### src/rtl/adder_rr_arbiter_if.sv
// Requester-side bundle of the shared-adder arbiter: operand handshake in,
// one-hot response pulse plus shared sum out.
interface adder_rr_arbiter_if #(
  parameter int N_REQ = 4,
  parameter int W     = 32
);
  logic [N_REQ-1:0]   req_valid;
  logic [N_REQ*W-1:0] req_x;
  logic [N_REQ*W-1:0] req_y;
  logic [N_REQ-1:0]   req_ready;
  logic [N_REQ-1:0]   rsp_valid;
  logic [W:0]         rsp_sum;

  modport master (
    output req_valid, req_x, req_y,
    input  req_ready, rsp_valid, rsp_sum
  );

  modport slave (
    input  req_valid, req_x, req_y,
    output req_ready, rsp_valid, rsp_sum
  );
endinterface

### src/rtl/adder_rr_arbiter.sv
// Round-robin sequencer sharing one pipelined W-bit adder among N_REQ requesters;
// a tag pipeline follows each operation so the sum returns to its owner.
module adder_rr_lane #(
  parameter int W = 32
) (
  input  logic         sel,
  input  logic [W-1:0] x,
  input  logic [W-1:0] y,
  output logic [W-1:0] xg,
  output logic [W-1:0] yg
);
  assign xg = x & {W{sel}};
  assign yg = y & {W{sel}};
endmodule

module adder_rr_arbiter #(
  parameter int N_REQ   = 4,
  parameter int W       = 32,
  parameter int ADD_LAT = 1
) (
  input  logic                clk,
  input  logic                rst,
  adder_rr_arbiter_if.slave   bus,
  input  logic                halt,
  output logic [W-1:0]        add_x,
  output logic [W-1:0]        add_y,
  input  logic [W:0]          add_s,
  output logic                busy,
  output logic [31:0]         ops_done
);
  localparam int IDW    = $clog2(N_REQ);
  localparam int STAGES = ADD_LAT;

  logic [IDW-1:0]              ptr, gidx;
  logic [N_REQ-1:0]            hi, pick, gnt;
  logic                        xfer;
  logic [N_REQ-1:0][W-1:0]     lx, ly, xg, yg;
  logic [W-1:0]                mux_x, mux_y;
  logic [STAGES:0]             vld_pipe;
  logic [STAGES:0][IDW-1:0]    id_pipe;

  assign lx = bus.req_x;
  assign ly = bus.req_y;

  // Masked priority: requesters at or above ptr win first, else wrap to the lowest.
  always_comb begin
    hi   = bus.req_valid & ({N_REQ{1'b1}} << ptr);
    pick = (|hi) ? hi : bus.req_valid;
    gnt  = halt ? '0 : (pick & (~pick + N_REQ'(1)));
  end

  assign bus.req_ready = gnt;
  assign xfer          = |(gnt & bus.req_valid);

  for (genvar i = 0; i < N_REQ; i++) begin : g_lane
    adder_rr_lane #(.W(W)) u_lane (
      .sel (gnt[i]),
      .x   (lx[i]),
      .y   (ly[i]),
      .xg  (xg[i]),
      .yg  (yg[i])
    );
  end

  // gnt is one-hot, so OR-reduction of the gated lanes is the operand mux.
  always_comb begin
    mux_x = '0;
    mux_y = '0;
    gidx  = '0;
    for (int i = 0; i < N_REQ; i++) begin
      mux_x = mux_x | xg[i];
      mux_y = mux_y | yg[i];
      if (gnt[i]) gidx = gidx | IDW'(i);
    end
  end

  always_ff @(posedge clk or posedge rst) begin
    if (rst) begin
      ptr           <= '0;
      add_x         <= '0;
      add_y         <= '0;
      vld_pipe      <= '0;
      id_pipe       <= '0;
      bus.rsp_valid <= '0;
      bus.rsp_sum   <= '0;
      ops_done      <= '0;
    end else begin
      if (xfer) begin
        add_x <= mux_x;
        add_y <= mux_y;
        ptr   <= (gidx == IDW'(N_REQ-1)) ? '0 : gidx + IDW'(1);
      end
      vld_pipe <= {vld_pipe[STAGES-1:0], xfer};
      id_pipe  <= {id_pipe[STAGES-1:0], gidx};
      // The last tag stage lines up with add_s for the operation it tracks.
      if (vld_pipe[STAGES]) begin
        bus.rsp_valid <= N_REQ'(1) << id_pipe[STAGES];
        bus.rsp_sum   <= add_s;
        ops_done      <= ops_done + 32'd1;
      end else begin
        bus.rsp_valid <= '0;
      end
    end
  end

  assign busy = |vld_pipe;
endmodule

### src/flat_wrapper.sv
// flat-port wrapper written by rule: the top's interface ports become plain ports
module adder_rr_arbiter_flat 
#(
  parameter int N_REQ   = 4,
  parameter int W       = 32,
  parameter int ADD_LAT = 1
)
  (clk, rst, halt, add_x, add_y, add_s, busy, ops_done, bus_req_valid, bus_req_x, bus_req_y, bus_req_ready, bus_rsp_valid, bus_rsp_sum);
  adder_rr_arbiter_if #(.N_REQ(N_REQ), .W(W)) bus_i ();
  input  logic clk;
  input  logic rst;
  input  logic halt;
  output logic [W-1:0] add_x;
  output logic [W-1:0] add_y;
  input  logic [W:0] add_s;
  output logic busy;
  output logic [31:0] ops_done;
  input wire logic [$bits(bus_i.req_valid)-1:0] bus_req_valid;
  input wire logic [$bits(bus_i.req_x)-1:0] bus_req_x;
  input wire logic [$bits(bus_i.req_y)-1:0] bus_req_y;
  output wire logic [$bits(bus_i.req_ready)-1:0] bus_req_ready;
  output wire logic [$bits(bus_i.rsp_valid)-1:0] bus_rsp_valid;
  output wire logic [$bits(bus_i.rsp_sum)-1:0] bus_rsp_sum;
  assign bus_i.req_valid = bus_req_valid;
  assign bus_i.req_x = bus_req_x;
  assign bus_i.req_y = bus_req_y;
  assign bus_req_ready = bus_i.req_ready;
  assign bus_rsp_valid = bus_i.rsp_valid;
  assign bus_rsp_sum = bus_i.rsp_sum;
  adder_rr_arbiter #(.N_REQ(N_REQ), .W(W), .ADD_LAT(ADD_LAT)) u_core (.clk(clk), .rst(rst), .bus(bus_i), .halt(halt), .add_x(add_x), .add_y(add_y), .add_s(add_s), .busy(busy), .ops_done(ops_done));
endmodule
### config.mk
export PLATFORM = sky130hd
export DESIGN_NAME = adder_rr_arbiter_flat
export DESIGN_NICKNAME = d
export VERILOG_FILES = /design/src/rtl/adder_rr_arbiter_if.sv /design/src/rtl/adder_rr_arbiter.sv /design/src/flat_wrapper.sv
export SDC_FILE = /design/constraint.sdc
export NUM_CORES = 1
export LEC_CHECK = 0
export BUFFER_PORTS_ARGS = -buffer_cell sky130_fd_sc_hd__buf_2
export CAP_MARGIN = 10
export CORE_AREA = 2 2 170 172
export CTS_CLUSTER_SIZE = 24
export DETAILED_ROUTE_END_ITERATION = 12
export DIE_AREA = 0 0 172 174
export GPL_TIMING_DRIVEN = 0
export SLEW_MARGIN = 25
export SYNTH_ARGS = -nofsm -noshare
export SYNTH_HDL_FRONTEND = slang
export SYNTH_HIERARCHICAL = 1
export SYNTH_SLANG_ARGS = --single-unit
### constraint.sdc
create_clock -name clk -period 8.81 [get_ports clk]
set_input_delay 2.643 -clock clk [delete_from_list [all_inputs] [get_ports clk]]
set_output_delay 2.643 -clock clk [all_outputs]
set_load 0.01 [all_outputs]
Word-level counts from Yosys, hierarchy flattened
Cells that the tools add are included.
{"block": "classes", "bitwise_logic": 18, "n_reduce_logical": 3, "n_eq_ne": 1, "addsub": 3, "mux": 7, "shifts": 2}
{"cell": "32-bit bitwise AND", "count": 8}
{"cell": "32-bit OR", "count": 6}
{"cell": "32-bit by 1-bit adder with 32-bit output (second input constant)", "count": 1}
{"cell": "4-bit bitwise AND", "count": 3}
{"cell": "4-bit 2-to-1 mux", "count": 3}
{"cell": "4-bit OR reduction", "count": 2}
{"cell": "2-bit 2-to-1 mux", "count": 3}
{"cell": "4-bit by 1-bit adder with 4-bit output (second input constant)", "count": 1}
{"cell": "4-bit inverter", "count": 1}
{"cell": "1-bit by 2-bit left shift with 4-bit output (first input constant)", "count": 1}
{"cell": "4-bit by 2-bit left shift with 4-bit output (first input constant)", "count": 1}
{"cell": "2-bit by 1-bit adder with 2-bit output (second input constant)", "count": 1}
{"cell": "2-bit == test (second input constant)", "count": 1}
{"cell": "2-bit OR reduction", "count": 1}
{"cell": "1-bit 2-to-1 mux", "count": 1}
{"block": "totals", "output_inout_bits": 138, "register_bits": 141, "input_bits": 296}

Logic depth before layout (Yosys ltp)
Gate-level depths: netlist (run 1).
{"block": "logic_depth", "word_depth": 13, "ltp_mapped": 9}

Modules after synthesis
The synthesis (run 1) kept the hierarchy.
{"mod": "adder_rr_arbiter", "instances": 1, "area_each_um2": 5891.9, "seq_area_each_um2": 3528.4, "cells_each": 524}
{"mod": "adder_rr_lane", "instances": 4, "area_each_um2": 510.5, "seq_area_each_um2": 0.0, "cells_each": 70}

Worst setup path after synthesis (run 1)
Ideal clock, no wire load.
{"block": "synth_timing", "path_kind": "input port to output port", "start": "in bus_req_valid[1]", "end": "out bus_req_ready[1]", "t_arrival_ps": 3662, "setup_slack_ps": 2505, "n_path_buf": 1, "stages": 5, "cell_sequence": "buf_2 a2bb2oi_1 o22ai_1 a21oi_1 and3_1"}
{"block": "synth_between", "elab_chain_cells": 7}
{"element": "from (decl)", "line": "flat_wrapper.sv:18", "text": "input wire logic [$bits(bus_i.req_valid)-1:0] bus_req_valid;"}
{"element": "4-bit bitwise AND", "line": "adder_rr_arbiter.sv:47", "text": "hi = bus.req_valid & ({N_REQ{1'b1}} << ptr);"}
{"element": "4-bit OR reduction", "line": "adder_rr_arbiter.sv:48", "text": "pick = (|hi) ? hi : bus.req_valid;"}
{"element": "4-bit 2-to-1 mux (*)", "line": "adder_rr_arbiter.sv:48"}
{"element": "4-bit inverter", "line": "adder_rr_arbiter.sv:49", "text": "gnt = halt ? '0 : (pick & (~pick + N_REQ'(1)));"}
{"element": "4-bit by 1-bit adder with 4-bit output", "line": "adder_rr_arbiter.sv:49"}
{"element": "4-bit bitwise AND (*)", "line": "adder_rr_arbiter.sv:49"}
{"element": "4-bit 2-to-1 mux (*)", "line": "adder_rr_arbiter.sv:49"}
{"element": "to (decl)", "line": "flat_wrapper.sv:21", "text": "output wire logic [$bits(bus_i.req_ready)-1:0] bus_req_ready;"}
Mark *: on every way between the ends. The rest lies on a longest branch, timed or not.

Final worst setup path (run 1)
Same ends and word-level chain as after synthesis.

==> results of run 1 <==
==> placed cells by master, fill, tap and decap left out, types with 11 or more instances in the layout <==
cell and count:
clkbuf_16 17, dfrtp_1 141, buf_2 445, a21oi_1 68
nand3_1 12, nand2_1 11, clkbuf_2 24, xnor2_1 26
and2_2 256, nor2_1 72, nand4_1 15, nor4_1 65
mux2_2 36
==> per-layer routing <==
layer	routed length, um	part of all wire
met3	2040	0.076
met5	32	0.0012
met2	13700	0.51
met4	450	0.017
met1	10700	0.40
==> worst paths after layout <==
kind | start | slack, ps | depth (start not counted) | to
max | bus_req_valid[1] | 1870 | 6 | bus_req_ready[1]
min | u_core/id_pipe[0]$_DFF_PP0_ | 390 | 0 | u_core/id_pipe[2]$_DFF_PP0_
max reg2reg | u_core/ptr[1]$_DFFE_PP0P_ | 5990 | 9 | u_core/add_y[12]$_DFFE_PP0P_
min reg2reg | u_core/id_pipe[0]$_DFF_PP0_ | 390 | 0 | u_core/id_pipe[2]$_DFF_PP0_
max in group asynchronous | rst | 5800 | 3 | u_core/add_y[7]$_DFFE_PP0P_
min in group asynchronous | rst | 2270 | 2 | u_core/ops_done[4]$_DFFE_PP0P_
==> registers in the layout, indices dropped and copies added (netlist names) <==
| signal | cells |
|---|---|
| u_core/add_x | 32 |
| u_core/add_y | 32 |
| u_core/bus.rsp_sum | 33 |
| u_core/bus.rsp_valid | 4 |
| u_core/id_pipe | 4 |
| u_core/ops_done | 32 |
| u_core/ptr | 2 |
| u_core/vld_pipe | 2 |
==> worst reg2reg max path, stage by stage (launching register included) <==
cell,delay [ps]
dfrtp_1,350
clkbuf_1,320
a2bb2oi_1,110
o22ai_1,190
a21oi_1,160
and3_1,410
clkbuf_2,280
and2_2,200
nor4_1,520
a21oi_1,160
==> area by class of cell <==
type | count | share of cell area
Tap cell | 384 | 0.0429
Clock inverter | 14 | 0.0134
Buffer | 51 | 0.0225
Antenna cell | 1 | 0.000224
Sequential cell | 141 | 0.315
Inverter | 5 | 0.00235
Timing Repair Buffer | 431 | 0.195
Clock buffer | 18 | 0.0392
Multi-Input combinational cell | 607 | 0.370
==> report_power, final <==
part | internal (mW) | switching (mW)
combinational | 0.246 | 0.265
sequential | 0.737 | 0.0609
clock | 0.386 | 0.324
==> logic make-up after synthesis <==
family,count (synthesis),synth area share
simple gates,458,0.379
xor+xnor,31,0.0342
fa+ha+maj,2,0.00315
flops,141,0.445
buf+inv,56,0.0341
mux,36,0.0511
compound gates,80,0.0541
==> through the flow <==
stage / instances / setup slack (ps) / hold WS [ps] / cell area [um^2] / power [mW]
2_1_floorplan: 804 / 2390 / 331 / 7930 / 1.08
3_3_place_gp: 1618 / 464 / 397 / 10600 / 1.32
3_5_place_dp: 1619 / 1820 / 386 / 10600 / 1.33
4_1_cts: 1651 / 1810 / 392 / 11200 / 2.06
5_1_grt: 1652 / 1710 / 413 / 11200 / 2.14
6_report: 1652 / 1870 / 387 / 11200 / 2.02
==> qor.yml, run 1 <==
run_status:
  status: "complete, no violations"
sta:
  rsz0062_at_grt: "false"
  fin_crit_sh: 0.788
  finClkSkew_ps: 16.0
  tightest_slew_ps: 707
  final_hold_viol_count: 0
  slew_violations: 0
  setup_viol: 0
  fmax_mhz: 144
  post-route-min-period_ps: 6940
  timing.setup.tns_ps: 0
  slew_headroom: 0.528
pwr:
  ir_worst_vdd_v: 0.000115
  power.density_mw_per_mm2: 180
  total_leakage_power_nw: 5.76
drt:
  detail_route.first_pass.iterations: 4
  totalWireLength_um: 26900
  vias_per_cell: 4.56
  via_count: 7527
  drc: 0
  drt_iter0_drc: 317
  ant_nets: 0
  wl_per_cell_um: 16.3
clocking:
  cts-htree-levels: 4
  cts_buffers: 17
  cts_buffer_depth: 2
  cts_setup_buffers: 0
  cts_tree: "built"
  clkTransAtPathRegs_ps: 60
  cts_hold_buffers: 0
  cts_resized: 0
  cts.sinks: 141
  cts-root-buf: "clkbuf_16"
  clock_latency_ps: 430
synth:
  ys_ff_latch: 141
  yosys_warnings: 6
  synth_cells: 804
  dominantRegCellSynth: "dfrtp_1"
  yosys-top-cells-count: "and2_2, dfrtp_1, nor2_1"
  synth.largest_area_cell: "dfrtp_1"
  synth_edf_count: 0
  synth_nets: 1102
  synth_most_common_cell: "and2_2"
  mappedNetlistArea_mm2: 0.00793
  async_flop_share: 1.00
  ys_types: 39
  synth_area_per_cell_um2: 9.87
  synth_area_leaders: "dfrtp_1, and2_2, nor4_1"
  ys_seq_area_frac: 0.445
  synth_top_area_frac: 0.445
critical_path:
  start_kind: "input port"
  cp_max_fo: 11
  crit_type: "in -> out"
  worst-path-buf-inv: 2
  critPathArrivalTime_ps: 4300
  cpMostUsedCell: "buf_2"
  cp.required_ps: 6170
  critical-path-slowest-cell: "and3_1"
  crit_path_max_incr_delay_ps: 620
  end_kind: "output port"
  critPathTopFamily: "simple AND/OR/NAND/NOR gates"
  crit_chain: "buf_2, a2bb2oi_1, o22ai_1, a21oi_1, and3_1, buf_2"
global_routing:
  antenna_found_initial: 4
  grt.busiest_layer: "met2"
  grtUsageMet1: 0.206
  met3_usage: 0.0535
  use_met2: 0.314
  grt_pass1_vias: 7650
  grt_usage: 0.177
  grt_pass1_wl_um: 41200
  grt_start_max_net_pins: 72
  gr-total-overflow: 0
floorplan:
  dieArea_mm2: 0.0299
  die_y_um: 174
  rows: 62
  coreArea_mm2: 0.0282
  ios: 434
  start_util: 0.281
  die-width_um: 172
layout:
  synthToLayoutAreaGrowth_pct: 41.1
  drive_gt1_frac: 0.634
  seq_area_mm2: 0.00353
  multi_input_area_mm2: 0.00414
  fillers: 2991
  finalNetCount: 1552
  final_core_util: 0.396
placed_design:
  globalplace.congestion: 0.887
  port_buffers: 430
  dp_hpwl_um: 21200
job:
  cap_viol_max_count: 0
hold_path:
  hold_class: "reg -> reg"
(Power assumes the default switching activity.)
==> run 2, diff against run 1 <==
- CORE_AREA: 2 2 170 172 -> 2 2 167 169
- DIE_AREA: 0 0 172 174 -> 0 0 169 171
- clock period: 8.81 -> 7.2 ns (I/O delays scaled with it)
==> qor.yml, run 2 (synthesis results as in run 1) <==
run_status:
  status: "complete, no violations"  # unchanged
sta:
  tightest_slew_ps: 778  # was 707 ps
  finClkSkew_ps: 14.0  # was 16.0 ps
  post-route-min-period_ps: 6070
  rsz0062_at_grt: "false"  # unchanged
  setup_viol: 0  # unchanged
  final_hold_viol_count: 0  # unchanged
  slew_violations: 0  # unchanged
  fmax_mhz: 165
  slew_headroom: 0.481  # was 0.528
  holdWs_ps: 360  # was 387 ps
  fin_crit_sh: 0.843
clocking:
  cts_resized: 0  # unchanged
  cts-htree-levels: 4  # unchanged
  cts.sinks: 141  # unchanged
  cts_tree: "built"  # unchanged
  cts_buffers: 17  # unchanged
  clkTransAtPathRegs_ps: 60  # about the same
  cts_setup_buffers: 0  # unchanged
  clock_latency_ps: 420  # was 430 ps
  cts-root-buf: "clkbuf_16"  # unchanged
  cts_hold_buffers: 0  # unchanged
  cts_buffer_depth: 2  # unchanged
drt:
  ant_nets: 0  # unchanged
  drc: 0  # unchanged
  wl_met1_um: 11100  # was 10700 um
  wl_per_cell_um: 17.1  # was 16.3 um
  via_count: 7590  # was 7527
  top_layer: "met5"  # unchanged
  drt_iter0_drc: 312  # was 317
  routed-wl-met2_um: 13800  # was 13700 um
  totalWireLength_um: 27600  # was 26900 um
  vias_per_cell: 4.70  # was 4.56
  wl_met3_um: 1990  # was 2040 um
  detail_route.first_pass.iterations: 4  # unchanged
global_routing:
  grt_usage: 0.187  # was 0.177
  antenna_found_initial: 5  # was 4
  grt_pass1_wl_um: 41800  # was 41200 um
  gr-total-overflow: 0  # unchanged
  grt_pass1_vias: 7585  # was 7650
  grt_start_max_net_pins: 86  # was 72
layout:
  design_area_mm2: 0.0111  # was 0.0112 mm^2
  synthToLayoutAreaGrowth_pct: 40.1  # was 41.1%
  layout_common_cells: "buf_2, and2_2, dfrtp_1, nor2_1, a21oi_1"  # unchanged
  finalNetCount: 1552  # unchanged
  final_common_cell: "buf_2"  # unchanged
  final_core_util: 0.407  # was 0.396
  stdcell_count: 1615  # was 1652
  largest_reg_flops: 33  # unchanged
  drive_gt1_frac: 0.634  # unchanged
  regMostFlops: "u_core/bus.rsp_sum"  # unchanged
pwr:
  power.density_mw_per_mm2: 220  # was 180 mW/mm^2
  comb_power_share: 0.257  # was 0.253
  finalPower_mw: 2.45  # was 2.02 mW
  power_frac_clock: 0.344  # was 0.352
  p_int_mw: 1.66  # was 1.37 mW
  total_leakage_power_nw: 5.74  # was 5.76 nW
  p_switching_mw: 0.795  # was 0.650 mW
  ir_worst_vdd_v: 0.000123  # was 0.000115 V
  sw_frac_of_total: 0.325  # was 0.322
  seq_power_share: 0.399  # was 0.395
floorplan:
  rows: 61  # was 62
  ios: 434  # unchanged
  coreArea_mm2: 0.0273  # was 0.0282 mm^2
  die-width_um: 169  # was 172 um
  start_util: 0.290  # was 0.281
  dieArea_mm2: 0.0289  # was 0.0299 mm^2
  die_y_um: 171  # was 174 um
placed_design:
  dp_hpwl_um: 21500  # was 21200 um
  dp_cells: 1581  # was 1619
  globalplace.congestion: 0.877  # was 0.887
  place_area_mm2: 0.0106  # about the same
  port_buffers: 430  # unchanged
critical_path:
  end_kind: "output port"  # unchanged
  critPathArrivalTime_ps: 3910  # was 4300 ps
  start_kind: "input port"  # unchanged
  crit_type: "in -> out"  # unchanged
  cp.required_ps: 5040  # was 6170 ps
  cp_max_fo: 11  # unchanged
job:
  cap_viol_max_count: 0  # unchanged
hold_path:
  hold_class: "reg -> reg"  # unchanged
## run 2: through the flow
| stage | setup WS (ps) | setup TNS (ps) |
|---|---|---|
| 3_3_place_gp | -688 | -95150 |
| 4_1_cts | 1130 | 0 |
| 2_1_floorplan | 1260 | 0 |
| 6_report | 1130 | 0 |
| 3_5_place_dp | 1130 | 0 |
| 5_1_grt | 1030 | 0 |
## run 2: path summary, 6_finish.rpt
path	from	end	slack, ps	cells past startpoint
worst min-delay path	u_core/id_pipe[0]$_DFF_PP0_	u_core/id_pipe[2]$_DFF_PP0_	360	0
min in group asynchronous	rst	u_core/bus.rsp_sum[22]$_DFFE_PP0P_	1770	2
worst min register to register	u_core/id_pipe[0]$_DFF_PP0_	u_core/id_pipe[2]$_DFF_PP0_	360	0
worst max-delay path	bus_req_valid[1]	bus_req_ready[3]	1130	6
max in group asynchronous	rst	u_core/add_y[0]$_DFFE_PP0P_	4650	3
worst max register to register	u_core/ptr[1]$_DFFE_PP0P_	u_core/add_x[11]$_DFFE_PP0P_	4300	9
## run 2: layout make-up
class | instances | area, um^2
fill | 2755 | 16200
multi-input combinational | 607 | 4140
clock buffer | 17 | 425
tap | 346 | 433
sequential | 141 | 3530
clock inverter | 15 | 126
timing repair buffer | 431 | 2180
buffer | 51 | 251
antenna | 2 | 5.00
inverter | 5 | 26.3
## run 2: worst max-delay path, stage by stage
cell,delay [ps]
buf_2,180
a2bb2oi_1,180
o22ai_1,110
a21oi_1,340
and3_1,680
buf_2,250
## run 2: metal layers
layer | global-route usage | up-vias
li1 | - | 3621
met1 | 0.220 | 3621
met5 | 0 | -
met4 | 0.0561 | 6
met3 | 0.0541 | 42
met2 | 0.331 | 300
## run 2: power by group through the flow
stage               Clock, mW  Combinational, mW  Sequential (mW)
CTS                     0.874              0.637            0.979
global placement            0              0.629            0.988
global route            0.912              0.694            0.993
floorplan                   0              0.293             1.03
finish                  0.843              0.629            0.978
detailed placement          0              0.636            0.992
